$ cat config.mk
export PLATFORM = sky130hd
export DESIGN_NAME = mem_access_unit_flat
export DESIGN_NICKNAME = d
export VERILOG_FILES = /design/src/rtl/mem_access_unit_pkg.sv /design/src/rtl/mem_access_unit_if.sv /design/src/rtl/mem_access_unit_lane.sv /design/src/rtl/mem_access_unit.sv /design/src/flat_wrapper.sv
export SDC_FILE = /design/constraint.sdc
export NUM_CORES = 1
export LEC_CHECK = 0
export ABC_CLOCK_PERIOD_IN_PS = 13800
export CAP_MARGIN = 25
export CORE_AREA = 2 2 147 149
export CTS_CLUSTER_SIZE = 14
export DETAILED_ROUTE_END_ITERATION = 10
export DIE_AREA = 0 0 149 151
export SYNTH_ARGS = -nofsm -noshare
export SYNTH_HDL_FRONTEND = slang
export SYNTH_HIERARCHICAL = 1
export SYNTH_SLANG_ARGS = --single-unit
$ cat constraint.sdc
create_clock -name Clk -period 13.8 [get_ports Clk]
set_clock_uncertainty 0.2 [all_clocks]
set_input_delay 4.14 -clock Clk [delete_from_list [all_inputs] [get_ports Clk]]
set_output_delay 4.14 -clock Clk [all_outputs]
set_load 0.01 [all_outputs]
$ cat src/rtl/mem_access_unit_pkg.sv
// Shared types for the memory access unit: op codes, error codes, FSM states, size helpers.
// Latency: n/a (declarations and pure functions only).
// Backpressure: n/a.
package mau_pkg;

    // Operation codes as driven on the CPU op port
    localparam logic [2:0] OP_LW  = 3'd0;
    localparam logic [2:0] OP_LH  = 3'd1;
    localparam logic [2:0] OP_LHU = 3'd2;
    localparam logic [2:0] OP_LB  = 3'd3;
    localparam logic [2:0] OP_LBU = 3'd4;
    localparam logic [2:0] OP_SW  = 3'd5;
    localparam logic [2:0] OP_SH  = 3'd6;
    localparam logic [2:0] OP_SB  = 3'd7;

    // Error codes reported alongside done
    localparam logic [1:0] ERR_NONE = 2'd0;
    localparam logic [1:0] ERR_ADEL = 2'd1;
    localparam logic [1:0] ERR_ADES = 2'd2;
    localparam logic [1:0] ERR_BUS  = 2'd3;

    typedef enum logic [1:0] {
        ST_IDLE = 2'd0,
        ST_REQ  = 2'd1,
        ST_DONE = 2'd2
    } state_t;

    typedef enum logic [1:0] {
        SZ_BYTE = 2'd0,
        SZ_HALF = 2'd1,
        SZ_WORD = 2'd2
    } size_t;

    // OP_LBU (4) is the only op with bit 2 set that is a load
    function automatic logic is_store(input logic [2:0] op);
        return op[2] & (op != OP_LBU);
    endfunction

    function automatic size_t op_size(input logic [2:0] op);
        size_t sz;
        case (op)
            OP_LB, OP_LBU, OP_SB: sz = SZ_BYTE;
            OP_LH, OP_LHU, OP_SH: sz = SZ_HALF;
            default:              sz = SZ_WORD;
        endcase
        return sz;
    endfunction

    function automatic logic misaligned(input logic [2:0] op, input logic [1:0] a_lo);
        logic bad;
        case (op_size(op))
            SZ_WORD: bad = (a_lo != 2'b00);
            SZ_HALF: bad = a_lo[0];
            default: bad = 1'b0;
        endcase
        return bad;
    endfunction

endpackage

$ cat src/rtl/mem_access_unit_if.sv
// CPU-side and memory-side bundles of the memory access unit.
// Latency: n/a (wiring only).
// Backpressure: CPU side stalls on busy; memory side holds mem_req until mem_ack.
//
// mau_cpu_if : master = CPU memory stage, slave = access unit.
//   start/op/PC/A/Din in, busy/done/rdata/err out (as seen by the unit).
// mau_mem_if : master = access unit, slave = data memory.
//   mem_req/we/addr/be/wdata out, mem_ack/mem_rdata in (as seen by the unit).
interface mau_cpu_if #(parameter int unsigned ADDR_W = 32);
    logic              start;
    logic [2:0]        op;
    logic [31:0]       PC;
    logic [ADDR_W-1:0] A;
    logic [31:0]       Din;
    logic              busy;
    logic              done;
    logic [31:0]       rdata;
    logic [1:0]        err;

    modport master (output start, op, PC, A, Din, input busy, done, rdata, err);
    modport slave  (input start, op, PC, A, Din, output busy, done, rdata, err);
endinterface

interface mau_mem_if #(parameter int unsigned ADDR_W = 32);
    logic              mem_req;
    logic              mem_we;
    logic [ADDR_W-3:0] mem_addr;
    logic [3:0]        mem_be;
    logic [31:0]       mem_wdata;
    logic              mem_ack;
    logic [31:0]       mem_rdata;

    modport master (output mem_req, mem_we, mem_addr, mem_be, mem_wdata, input mem_ack, mem_rdata);
    modport slave  (input mem_req, mem_we, mem_addr, mem_be, mem_wdata, output mem_ack, mem_rdata);
endinterface

$ cat src/rtl/mem_access_unit_lane.sv
// Byte-lane logic: byte enables and replicated store data for a new op, load lane extraction/extension.
// Latency: purely combinational.
// Backpressure: none; the parent FSM decides when outputs are sampled.
//
// Ports: st_op_i/st_addr_lo_i/din_i -> be_o/wdata_o (op being accepted);
//        ld_op_i/ld_addr_lo_i/rdata_i -> ld_data_o (op in flight, word from memory).
module mau_lane
    import mau_pkg::*;
(
    input  logic [2:0]  st_op_i,
    input  logic [1:0]  st_addr_lo_i,
    input  logic [31:0] din_i,
    output logic [3:0]  be_o,
    output logic [31:0] wdata_o,
    input  logic [2:0]  ld_op_i,
    input  logic [1:0]  ld_addr_lo_i,
    input  logic [31:0] rdata_i,
    output logic [31:0] ld_data_o
);

    logic [7:0]  byte_v;
    logic [15:0] half_v;

    always_comb begin
        be_o    = 4'b1111;
        wdata_o = din_i;
        case (op_size(st_op_i))
            SZ_BYTE: begin
                be_o    = 4'b0001 << st_addr_lo_i;
                wdata_o = {4{din_i[7:0]}};
            end
            SZ_HALF: begin
                be_o    = st_addr_lo_i[1] ? 4'b1100 : 4'b0011;
                wdata_o = {2{din_i[15:0]}};
            end
            default: ;
        endcase
    end

    always_comb begin
        byte_v    = rdata_i[{ld_addr_lo_i, 3'b000} +: 8];
        half_v    = ld_addr_lo_i[1] ? rdata_i[31:16] : rdata_i[15:0];
        ld_data_o = rdata_i;
        case (ld_op_i)
            OP_LB:   ld_data_o = {{24{byte_v[7]}}, byte_v};
            OP_LBU:  ld_data_o = {24'd0, byte_v};
            OP_LH:   ld_data_o = {{16{half_v[15]}}, half_v};
            OP_LHU:  ld_data_o = {16'd0, half_v};
            default: ;
        endcase
    end

endmodule

$ cat src/rtl/mem_access_unit.sv
// Load/store initiator between CPU memory stage and word-addressed data memory, with alignment and bus-timeout checks.
// Latency: start->done 2 cycles with zero-wait memory (+1 per wait state), 1 cycle for misaligned ops.
// Backpressure: busy stalls the CPU until done; mem_req holds until mem_ack or TIMEOUT wait cycles.
//
// Ports: Clk, Reset (async, active-high); cpu (mau_cpu_if.slave); mem (mau_mem_if.master).
// Optional: define MEM_TRACE_EN to print each store (PC, word address, merged word) on its ack.
module mem_access_unit
    import mau_pkg::*;
#(
    parameter int unsigned TIMEOUT = 255,
    parameter int unsigned ADDR_W  = 32
) (
    input  logic       Clk,
    input  logic       Reset,
    mau_cpu_if.slave   cpu,
    mau_mem_if.master  mem
);

    localparam logic [7:0] TIMEOUT_M1 = 8'(TIMEOUT - 1);

    state_t            state_q;
    logic [7:0]        wait_q;
    logic [2:0]        op_q;
    logic [31:0]       pc_q;
    logic [1:0]        a_lo_q;
    logic              busy_q;
    logic              done_q;
    logic [31:0]       rdata_q;
    logic [1:0]        err_q;
    logic              req_q;
    logic              we_q;
    logic [ADDR_W-3:0] addr_q;
    logic [3:0]        be_q;
    logic [31:0]       wdata_q;

    logic [3:0]        be_d;
    logic [31:0]       wdata_d;
    logic [31:0]       ld_data_d;

    // be/wdata are computed from the op being accepted so they can be registered at start;
    // load extraction uses the latched op/lane against the live memory word.
    mau_lane u_lane (
        .st_op_i      (cpu.op),
        .st_addr_lo_i (cpu.A[1:0]),
        .din_i        (cpu.Din),
        .be_o         (be_d),
        .wdata_o      (wdata_d),
        .ld_op_i      (op_q),
        .ld_addr_lo_i (a_lo_q),
        .rdata_i      (mem.mem_rdata),
        .ld_data_o    (ld_data_d)
    );

    always_ff @(posedge Clk or posedge Reset) begin
        if (Reset) begin
            state_q <= ST_IDLE;
            wait_q  <= 8'd0;
            op_q    <= OP_LW;
            pc_q    <= 32'd0;
            a_lo_q  <= 2'b00;
            busy_q  <= 1'b0;
            done_q  <= 1'b0;
            rdata_q <= 32'd0;
            err_q   <= ERR_NONE;
            req_q   <= 1'b0;
            we_q    <= 1'b0;
            addr_q  <= '0;
            be_q    <= 4'd0;
            wdata_q <= 32'd0;
        end else begin
            case (state_q)
                ST_IDLE: begin
                    if (cpu.start) begin
                        op_q   <= cpu.op;
                        pc_q   <= cpu.PC;
                        a_lo_q <= cpu.A[1:0];
                        busy_q <= 1'b1;
                        if (misaligned(cpu.op, cpu.A[1:0])) begin
                            // Never reaches the bus: report straight away
                            state_q <= ST_DONE;
                            done_q  <= 1'b1;
                            rdata_q <= 32'd0;
                            err_q   <= is_store(cpu.op) ? ERR_ADES : ERR_ADEL;
                        end else begin
                            state_q <= ST_REQ;
                            req_q   <= 1'b1;
                            we_q    <= is_store(cpu.op);
                            addr_q  <= cpu.A[ADDR_W-1:2];
                            be_q    <= be_d;
                            wdata_q <= wdata_d;
                            wait_q  <= 8'd0;
                        end
                    end
                end
                ST_REQ: begin
                    // Ack wins over timeout in the same cycle
                    if (mem.mem_ack) begin
                        state_q <= ST_DONE;
                        req_q   <= 1'b0;
                        done_q  <= 1'b1;
                        err_q   <= ERR_NONE;
                        rdata_q <= we_q ? 32'd0 : ld_data_d;
                    end else if (wait_q == TIMEOUT_M1) begin
                        state_q <= ST_DONE;
                        req_q   <= 1'b0;
                        done_q  <= 1'b1;
                        err_q   <= ERR_BUS;
                        rdata_q <= 32'd0;
                    end else begin
                        wait_q <= wait_q + 8'd1;
                    end
                end
                ST_DONE: begin
                    state_q <= ST_IDLE;
                    done_q  <= 1'b0;
                    busy_q  <= 1'b0;
                end
                default: state_q <= ST_IDLE;
            endcase
        end
    end

    assign cpu.busy      = busy_q;
    assign cpu.done      = done_q;
    assign cpu.rdata     = rdata_q;
    assign cpu.err       = err_q;
    assign mem.mem_req   = req_q;
    assign mem.mem_we    = we_q;
    assign mem.mem_addr  = addr_q;
    assign mem.mem_be    = be_q;
    assign mem.mem_wdata = wdata_q;

`ifdef MEM_TRACE_EN
    // Memory returns the pre-write word on store acks; fill non-enabled lanes from it
    logic [31:0] trace_merged;
    always_comb begin
        trace_merged = mem.mem_rdata;
        for (int i = 0; i < 4; i++) begin
            if (be_q[i]) trace_merged[8*i +: 8] = wdata_q[8*i +: 8];
        end
    end

    always_ff @(posedge Clk) begin
        if (!Reset && state_q == ST_REQ && mem.mem_ack && we_q)
            $display("@%h: *%h <= %h", pc_q, {addr_q, 2'b00}, trace_merged);
    end
`else
    // PC is only consumed by the store trace
    logic unused_trace;
    assign unused_trace = ^pc_q;
`endif

endmodule

$ cat src/flat_wrapper.sv
// flat-port wrapper written by rule: the top's interface ports become plain ports
module mem_access_unit_flat import mau_pkg::*;
#(
    parameter int unsigned TIMEOUT = 255,
    parameter int unsigned ADDR_W  = 32
)
  (Clk, Reset, cpu_start, cpu_op, cpu_PC, cpu_A, cpu_Din, cpu_busy, cpu_done, cpu_rdata, cpu_err, mem_mem_req, mem_mem_we, mem_mem_addr, mem_mem_be, mem_mem_wdata, mem_mem_ack, mem_mem_rdata);
  mau_cpu_if #(.ADDR_W(ADDR_W)) cpu_i ();
  mau_mem_if #(.ADDR_W(ADDR_W)) mem_i ();
  input  logic Clk;
  input  logic Reset;
  input wire logic [$bits(cpu_i.start)-1:0] cpu_start;
  input wire logic [$bits(cpu_i.op)-1:0] cpu_op;
  input wire logic [$bits(cpu_i.PC)-1:0] cpu_PC;
  input wire logic [$bits(cpu_i.A)-1:0] cpu_A;
  input wire logic [$bits(cpu_i.Din)-1:0] cpu_Din;
  output wire logic [$bits(cpu_i.busy)-1:0] cpu_busy;
  output wire logic [$bits(cpu_i.done)-1:0] cpu_done;
  output wire logic [$bits(cpu_i.rdata)-1:0] cpu_rdata;
  output wire logic [$bits(cpu_i.err)-1:0] cpu_err;
  output wire logic [$bits(mem_i.mem_req)-1:0] mem_mem_req;
  output wire logic [$bits(mem_i.mem_we)-1:0] mem_mem_we;
  output wire logic [$bits(mem_i.mem_addr)-1:0] mem_mem_addr;
  output wire logic [$bits(mem_i.mem_be)-1:0] mem_mem_be;
  output wire logic [$bits(mem_i.mem_wdata)-1:0] mem_mem_wdata;
  input wire logic [$bits(mem_i.mem_ack)-1:0] mem_mem_ack;
  input wire logic [$bits(mem_i.mem_rdata)-1:0] mem_mem_rdata;
  assign cpu_i.start = cpu_start;
  assign cpu_i.op = cpu_op;
  assign cpu_i.PC = cpu_PC;
  assign cpu_i.A = cpu_A;
  assign cpu_i.Din = cpu_Din;
  assign cpu_busy = cpu_i.busy;
  assign cpu_done = cpu_i.done;
  assign cpu_rdata = cpu_i.rdata;
  assign cpu_err = cpu_i.err;
  assign mem_mem_req = mem_i.mem_req;
  assign mem_mem_we = mem_i.mem_we;
  assign mem_mem_addr = mem_i.mem_addr;
  assign mem_mem_be = mem_i.mem_be;
  assign mem_mem_wdata = mem_i.mem_wdata;
  assign mem_i.mem_ack = mem_mem_ack;
  assign mem_i.mem_rdata = mem_mem_rdata;
  mem_access_unit #(.TIMEOUT(TIMEOUT), .ADDR_W(ADDR_W)) u_core (.Clk(Clk), .Reset(Reset), .cpu(cpu_i), .mem(mem_i));
endmodule
* After elaboration in Yosys (flattened, before gate mapping) *
Cells that the tools add are included.

word-level totals
  register bits after elaboration = 119
  input port bits = 135
  output and inout bits = 104
  logic and storage cells = 102

cells by class
  add/sub/neg operators = 1
  eq/ne operators = 23
  shift-type cells = 2
  mux-type cells = 45
  bitwise gates (word level) = 2
  reduce and logical (&&, ||, !) cells = 16

operator list
  kind                 count
  $mux 32              5
  $pmux 32 s2          2
  $pmux 32 s4          1
  $mux 8               4
  $shiftx 32x6->8      1
  $mux 2               11
  $mux 16              1
  $pmux 8 s2           1
  $eq 3x2->1 const B   4
  $eq 3x3->1 const B   4
  $pmux 2 s2           3
  $reduce_and 4->1     3
  $mux 1               11
  $add 8x1->8 const B  1
  $eq 8x8->1 const B   1
  $ne 2x2->1 const B   4
  $pmux 4 s2           1
  $eq 2x1->1 const B   3
  $eq 3x1->1 const B   2
  $pmux 1 s2           3
  $reduce_and 2->1     3
  $reduce_bool 2->1    3
  $reduce_or 3->1      2
  $reduce_and 5->1     1
  12 further kinds     14

* Logic depth before layout (Yosys ltp) *
Gate-level depths: netlist of the first run.

  word-level depth = 12
  depth in mapped cells = 7

* Modules after synthesis *
The synthesis of the first run kept the hierarchy.

modules (own cells, without submodules)
  module           instances  cells each  area each (um2)  sequential area each (um2)
  mem_access_unit  1          309         4549.4           2977.9
  mau_lane         1          208         1607.8           0.0

* Worst setup path after synthesis of the first run *
Ideal clock, no wire load.

  path kind = input port to flip-flop
  from = input port cpu_op[1]
  to = register u_core.wdata_q[0] (netlist: u_core/mem.mem_wdata[0])
  library setup time = 0.127 ns
  arrival time = 5.641 ns
  required time = 13.473 ns
  slack = 7.831 ns
  cell stages on the path = 5
  path buffers = 1
  cells stage by stage = o21bai_1 a222oi_1 nor2_1 clkbuf_1 mux2_1

between the ends
  cells in the longest elaborated chain, start to end = 11
  elaborated cells between the ends (all ways) = 18
  those cells by class = eq/ne: 8; mux: 6; bitwise: 1; reduce/logical: 3

RTL lines
  item                                      RTL line                   RTL
  start, declared                           flat_wrapper.sv:13         input wire logic [$bits(cpu_i.op)-1:0] cpu_op;
  $eq 3x1->1 (tied with other cells)        mem_access_unit_pkg.sv:41  case (op)
  $reduce_or 3->1                           mem_access_unit_pkg.sv:41
  $pmux 2 s2 (*)                            mem_access_unit_pkg.sv:41
  $mux 2 (*)                                mem_access_unit.sv:73      if (cpu.start) begin
  $mux 2 (*)                                mem_access_unit.sv:71      case (state_q)
  $eq 2x1->1 or $eq 2x2->1 (tied branches)  mem_access_unit_pkg.sv:51  case (op_size(op))
  $pmux 1 s2 (*)                            mem_access_unit_pkg.sv:51
  $mux 1 (*)                                mem_access_unit.sv:73
  $mux 1 (*)                                mem_access_unit.sv:71
  $not 1->1 (no line) (*)                   --
  $reduce_and 3->1 (no line) (*)            --
  end signal, assigned                      mem_access_unit.sv:90      wdata_q <= wdata_d;
  end, declared                             mem_access_unit.sv:34      logic [31:0] wdata_q;

Mark *: on every way between the ends. The rest lies on a longest branch, timed or not. The select of a mux whose other input is x is not followed.
A chain may end at the register's enable or synchronous reset.

* Worst setup path in the final report of the first run *
  from = input port cpu_op[2]
  to = register u_core.wdata_q[2] (netlist: u_core/mem.mem_wdata[2])

Same word-level chain as after synthesis.

==> flow_metrics.tcl, run 1 <==
set metrics [dict create \
    rows 53 \
    post_route_cells_drive_above_1_share 0.215 \
    grt_pass1_vias 5198 \
    required_ns 13.89 \
    critical_path.top_delay_family "buffers and inverters" \
    ys_warn_count 6 \
    switching_share 0.333 \
    areaGrowthSynthToFinish_pct 47.2 \
    tritoncts "built" \
    clock_latency_ns 0.41 \
    overflow 0 \
    routed_wl_um 17700 \
    hold_path_end "u_core/mem.mem_req$_DFFE_PP0P_" \
    critPathKind "input port to register" \
    antenna_cells 0 \
    cts_setup_buffers 0 \
    whs_path_depth 1 \
    drt_iter0_drc 270 \
    fin_nets 848 \
    clkPwrFrac 0.232 \
    cpMaxStageDelayCell "a222oi_1" \
    min_period_over_period 0.487 \
    r2r_slack_ns 11.03 \
    dp_slack_ns 6.58 \
    cts.htree.levels 4 \
    cp.arrival_ns 6.81 \
    syn-num-nets 654 \
    clkSinkCount 119 \
    max_slew_margin 0.369 \
    dr.pass1.iters 5 \
    vias 4920 \
    seqPwrFrac 0.322 \
    start_util 0.296 \
    cts_hold_buf 0 \
    antenna_found_initial 0 \
    fin_ws_ns 7.07 \
    grtUsageTotal 0.160 \
    status "finished, final reports clean" \
    path_common_cell "buf_4" \
    p_sw_mw 0.665 \
    yosys_register_bits 119 \
    critPathBufInv 3 \
    report.final.setup_viol 0 \
    clock.fmax_mhz 149 \
    drv_cap 0 \
    avgSynthCellArea_sq_um 11.9 \
    seq_area_frac_synth 0.484 \
    via_per_inst 4.92 \
    dieArea_sq_um 22500 \
    coreArea_sq_um 20800 \
    route.detailed.drc 0 \
    worst_setup_path_start_kind "input port" \
    slowest_delay_ns 0.85 \
    root_buffer "clkbuf_16" \
    cp_cell_sequence "clkdlybuf4s50_1 > buf_4 > o21bai_1 > a222oi_1 > nor2_4 > buf_4 > mux2_1" \
    hold_viol_final 0 \
    rsz0062_at_grt "false" \
    yosysTopAreaCell "dfrtp_1" \
    clk_path_buf_depth 2 \
    synthCells 517 \
    gp_congestion 0.851 \
    grt_max_degree 74 \
    drv_slew 0 \
    netlist.area_leader.share 0.484 \
    wl_per_cell_um 17.7 \
    combinationalPowerShare 0.446 \
    vdd_drop_max_uv 116 \
    r2r-start "u_core/a_lo_q[1]$_DFFE_PP0P_" \
    path_clk_slew_ns 0.06 \
    grt_pass1_wl_um 28100 \
    tns_ns 0 \
    dpl.hpwl_um 12400 \
    period_minus_slack_ns 6.73 \
    hold_path_startpoint "u_core/mem.mem_req$_DFFE_PP0P_" \
    hold_path_class "register to register" \
    tightest_slew_ns 0.946 \
    dieHeight_um 151 \
    postRouteAntennaNets 0 \
    cts_resized 0 \
    reg2regPathDepth 5 \
    synth.area.top_cells "dfrtp_1 48%, mux2_2 18%, a22o_1 4.6%" \
    ioPinCount 239 \
    die_x_um 149 \
    synth_cell_types 48 \
    cellPowerDensity_nw_per_um2 220 \
    design_area_sq_um 9060 \
    cts_made_buffers 17 \
    synth_area_sq_um 6160 \
    io_buffers 206 \
    worstSetupEndpointType "register" \
    internal-power_mw 1.33 \
    worst-path-max-fanout 73 \
    power.leakage_nw 3.79 \
    r2r-end "u_core/cpu.rdata[3]$_DFFE_PP0P_" \
    placed_area_sq_um 8450 \
]
==> worst max-delay path by stage <==
| stage | cells after the start | start | slack, ns | end |
|---|---|---|---|---|
| final | 7 | cpu_op[2] | 7.07 | u_core/mem.mem_wdata[2]$_DFFE_PP0P_ |
| after global routing | 7 | cpu_op[2] | 6.87 | u_core/mem.mem_wdata[2]$_DFFE_PP0P_ |
| after CTS | 7 | cpu_op[2] | 7.03 | u_core/mem.mem_wdata[2]$_DFFE_PP0P_ |
| after detailed placement | 7 | cpu_op[2] | 6.58 | u_core/mem.mem_wdata[2]$_DFFE_PP0P_ |
| after global placement | 7 | cpu_op[2] | 6.65 | u_core/mem.mem_wdata[1]$_DFFE_PP0P_ |
| after floorplan | 1 | Reset | 6.30 | u_core/a_lo_q[0]$_DFFE_PP0P_ |
==> worst reg2reg max path, stage by stage, from the launching register on <==
cell,delay [ns]
dfrtp_1,0.91
nor2b_1,0.76
a32o_1,0.46
nand2_1,0.09
o221ai_1,0.10
a22o_1,0.18
==> per-stage QoR <==
stage / hold WS, ns / total power [mW] / utilization / instances
after global routing: 0.315 / 2.12 / 0.435 / 999
final: 0.284 / 2.00 / 0.435 / 999
after global placement: 0.273 / 1.51 / 0.404 / 966
after CTS: 0.289 / 2.02 / 0.435 / 999
after floorplan: 0.292 / 1.08 / - / 517
after detailed placement: 0.271 / 1.54 / 0.406 / 967
==> area by class of cell <==
type	count	area [sq um]
clock inverters	11	146
well taps	275	344
multi-input cells	344	2930
inverters	16	62.6
fillers	1931	11800
clock buffers	21	470
repair buffers	213	2130
flip-flops and latches	119	2980
==> registers in the layout, summed over array words and instances (netlist names) <==
register	count
u_core/mem.mem_req	1
u_core/op_q	3
u_core/wait_q	8
u_core/mem.mem_be	4
u_core/cpu.rdata	32
u_core/cpu.done	1
u_core/mem.mem_we	1
u_core/cpu.err	2
u_core/cpu.busy	1
u_core/mem.mem_addr	30
u_core/mem.mem_wdata	32
u_core/a_lo_q	2
u_core/state_q	2
==> layer usage <==
layer | GRT usage | vias to the layer above | wire (um)
met5 | 0 | - | 0
li1 | - | 2286 | -
met3 | 0.0566 | 20 | 1520
met4 | 0.0552 | 0 | 265
met2 | 0.266 | 187 | 8430
met1 | 0.193 | 2427 | 7450
==> cell usage in the layout (no fill, tap or decap), types with 3 or more instances in the layout <==
master / count
clkdlybuf4s50_1: 206
dfrtp_1: 119
mux2_2: 99
a22o_1: 32
o21ai_0: 25
nor2b_1: 23
a21o_1: 21
clkbuf_16: 17
nand2_1: 16
inv_1: 15
a21oi_1: 15
nor2_1: 13
mux4_2: 9
or2_0: 9
o22ai_1: 9
mux2i_1: 8
o221ai_1: 7
buf_4: 6
nand3_1: 5
o211ai_1: 5
mux2_1: 5
clkinv_2: 3
bufinv_16: 3
clkbuf_8: 3
and3_1: 3
o21bai_1: 3
nor3b_1: 3
o21ai_1: 3
xor2_1: 3
==> power by group through the flow <==
stage	Sequential (mW)	Clock, mW	Combinational (mW)
2_1_floorplan	0.681	0	0.400
5_1_grt	0.670	0.491	0.958
3_5_place_dp	0.647	0	0.894
4_1_cts	0.644	0.479	0.899
3_3_place_gp	0.635	0	0.879
6_report	0.643	0.464	0.891
==> cell usage after synthesis, drive strengths merged <==
| master | count |
|---|---|
| a21oi | 17 |
| mux2i | 8 |
| nand4 | 1 |
| o41ai | 1 |
| nor2 | 15 |
| or2 | 12 |
| clkbuf | 13 |
| o31ai | 1 |
| o21bai | 3 |
| nor3b | 3 |
| and2b | 1 |
| o221ai | 7 |
| xor2 | 3 |
| or3b | 1 |
| nor4b | 2 |
| inv | 16 |
| buf | 25 |
| and3 | 3 |
| nand3 | 5 |
| nand2 | 16 |
| mux4 | 9 |
| dfrtp | 119 |
| o21ai | 28 |
| o22ai | 9 |
| a22o | 32 |
| nor4 | 1 |
| xnor2 | 3 |
| a32o | 1 |
| a21o | 21 |
| ha | 2 |
| mux2 | 104 |
| a211oi | 1 |
| a21bo | 1 |
| a222oi | 1 |
| a221oi | 1 |
| nand2b | 2 |
| o211ai | 5 |
| nor2b | 24 |
==> cells by family (layout without fill, tap and decap cells) <==
family	Yosys count	in the layout	synth area share
XOR/XNOR	6	6	0.00976
AND/OR/NAND/NOR	86	86	0.0762
AO/OA/AOI/OAI	129	129	0.148
flip-flops	119	119	0.484
buffers and inverters	54	261	0.0423
multiplexers	121	121	0.236
adder cells (fa/ha/maj)	2	2	0.00406
No activity file was read; power rests on OpenSTA's default activity.
==> run 2: changes to the inputs <==
ABC_CLOCK_PERIOD_IN_PS = 5600   (was 13800)
clock period = 5.6 ns   (was 13.8 ns; I/O delays follow)
==> flow_metrics.tcl, run 2 (synthesis results as in run 1) <==
set metrics [dict create \
    root_buffer "clkbuf_16" \
    path_clk_slew_ns 0.06 \
    period_minus_slack_ns 3.98 \
    tns_ns 0 \
    overflow 0 \
    post_route_cells_drive_above_1_share 0.218 \
    grtUsageTotal 0.161 \
    start_util 0.296 \
    route.detailed.drc 0 \
    coreArea_sq_um 20800 \
    die_x_um 149 \
    final_cell_mix "206 x clkdlybuf4s50_1, 119 x dfrtp_1, 99 x mux2_2" \
    cts.htree.levels 4 \
    postRouteAntennaNets 0 \
    dieHeight_um 151 \
    power.leakage_nw 3.77 \
    rsz0062_at_grt "false" \
    hold_ws_ns 0.293 \
    grt_max_degree 74 \
    via_per_inst 4.94 \
    dr.pass1.iters 5 \
    wl_per_cell_um 17.7 \
    vdd_drop_max_uv 198 \
    cp.arrival_ns 4.08 \
    clock_latency_ns 0.41 \
    grt_pass1_vias 5187 \
    fin_nets 849 \
    final_common_cell "clkdlybuf4s50_1" \
    clkSinkCount 119 \
    vias 4937 \
    drv_slew 0 \
    max_slew_margin 0.449 \
    critPathKind "input port to register" \
    cts_hold_buf 0 \
    cts_made_buffers 17 \
    tightest_slew_ns 0.827 \
    cellPowerDensity_nw_per_um2 535 \
    antenna_found_initial 0 \
    wl_met1_um 7540 \
    io_buffers 206 \
    min_period_over_period 0.711 \
    cts_setup_buffers 0 \
    areaGrowthSynthToFinish_pct 46.7 \
    drt_iter0_drc 214 \
    hold_viol_final 0 \
    dpl.hpwl_um 12400 \
    drv_cap 0 \
    routed_wl_um 17700 \
    status "finished, final reports clean" \
    cts_resized 0 \
    report.final.setup_viol 0 \
    grt_pass1_wl_um 28300 \
    hold_path_class "register to register" \
    fin_util 0.434 \
    gp_congestion 0.852 \
    ioPinCount 239 \
    clock.fmax_mhz 251 \
    clk_path_buf_depth 2 \
    route.met2.wl_um 8450 \
    tritoncts "built" \
    required_ns 5.70 \
    dieArea_sq_um 22500 \
    met3_wirelength_um 1520 \
    worst_setup_path_start_kind "input port" \
    rows 53 \
    worstSetupEndpointType "register" \
    worst-path-max-fanout 15 \
    antenna_cells 0 \
    highest_layer "met4" \
]
[run 2: cell count changes in the layout (fill, tap and decap cells not counted)]
cell       change
buf_12         +2
buf_16         -1
bufinv_16      -2
clkbuf_1       -1
clkbuf_8       -3
clkinv_4       +2
inv_6          +2
inv_8          +2
[run 2: worst paths after layout]
check                                                    start                                    to  slack, ns  cells past startpoint
max in group asynchronous                                Reset   u_core/mem.mem_addr[28]$_DFFE_PP0P_       2.85                      3
worst max register to register    u_core/a_lo_q[1]$_DFFE_PP0P_       u_core/cpu.rdata[3]$_DFFE_PP0P_       2.86                      5
min in group asynchronous                                Reset   u_core/mem.mem_addr[21]$_DFFE_PP0P_       1.55                      2
worst min-delay path            u_core/mem.mem_req$_DFFE_PP0P_        u_core/mem.mem_req$_DFFE_PP0P_       0.29                      1
worst max-delay path                                 cpu_op[0]  u_core/mem.mem_wdata[22]$_DFFE_PP0P_       1.62                      5
worst min register to register  u_core/mem.mem_req$_DFFE_PP0P_        u_core/mem.mem_req$_DFFE_PP0P_       0.29                      1
[run 2: metal layers]
layer / global-route usage / up-vias
met3: 0.0596 / 16
met2: 0.255 / 185
met5: 0 / -
li1: - / 2293
met1: 0.206 / 2443
met4: 0.0467 / 0
[run 2: where the power goes]
group	switching (mW)	internal [mW]	leakage, nW
Combinational	0.919	1.28	2.02
Clock	0.433	0.620	0.278
Sequential	0.314	1.27	1.47
[run 2: cell type report]
| type | instances | area, sq um |
|---|---|---|
| inverter | 16 | 62.6 |
| timing repair buffer | 214 | 2150 |
| clock inverter | 15 | 144 |
| clock buffer | 17 | 425 |
| fill | 1953 | 11800 |
| sequential | 119 | 2980 |
| multi-input combinational | 344 | 2930 |
| tap | 275 | 344 |
[run 2: through the flow]
| step | power, mW | instances | instance area, sq um | worst slack, ns |
|---|---|---|---|---|
| floorplan | 2.67 | 517 | 6160 | 0.563 |
| global placement | 3.74 | 968 | 8460 | 1.18 |
| detailed placement | 3.80 | 968 | 8460 | 1.12 |
| CTS | 4.89 | 1000 | 9030 | 1.56 |
| global route | 5.16 | 1000 | 9030 | 1.45 |
| finish | 4.83 | 1000 | 9030 | 1.62 |
[run 2: critical path, cell delays in order]
cell and delay (ns):
clkdlybuf4s50_1 0.77, or2_1 0.44, a21oi_2 0.52, mux2_2 0.41
mux2_2 0.26
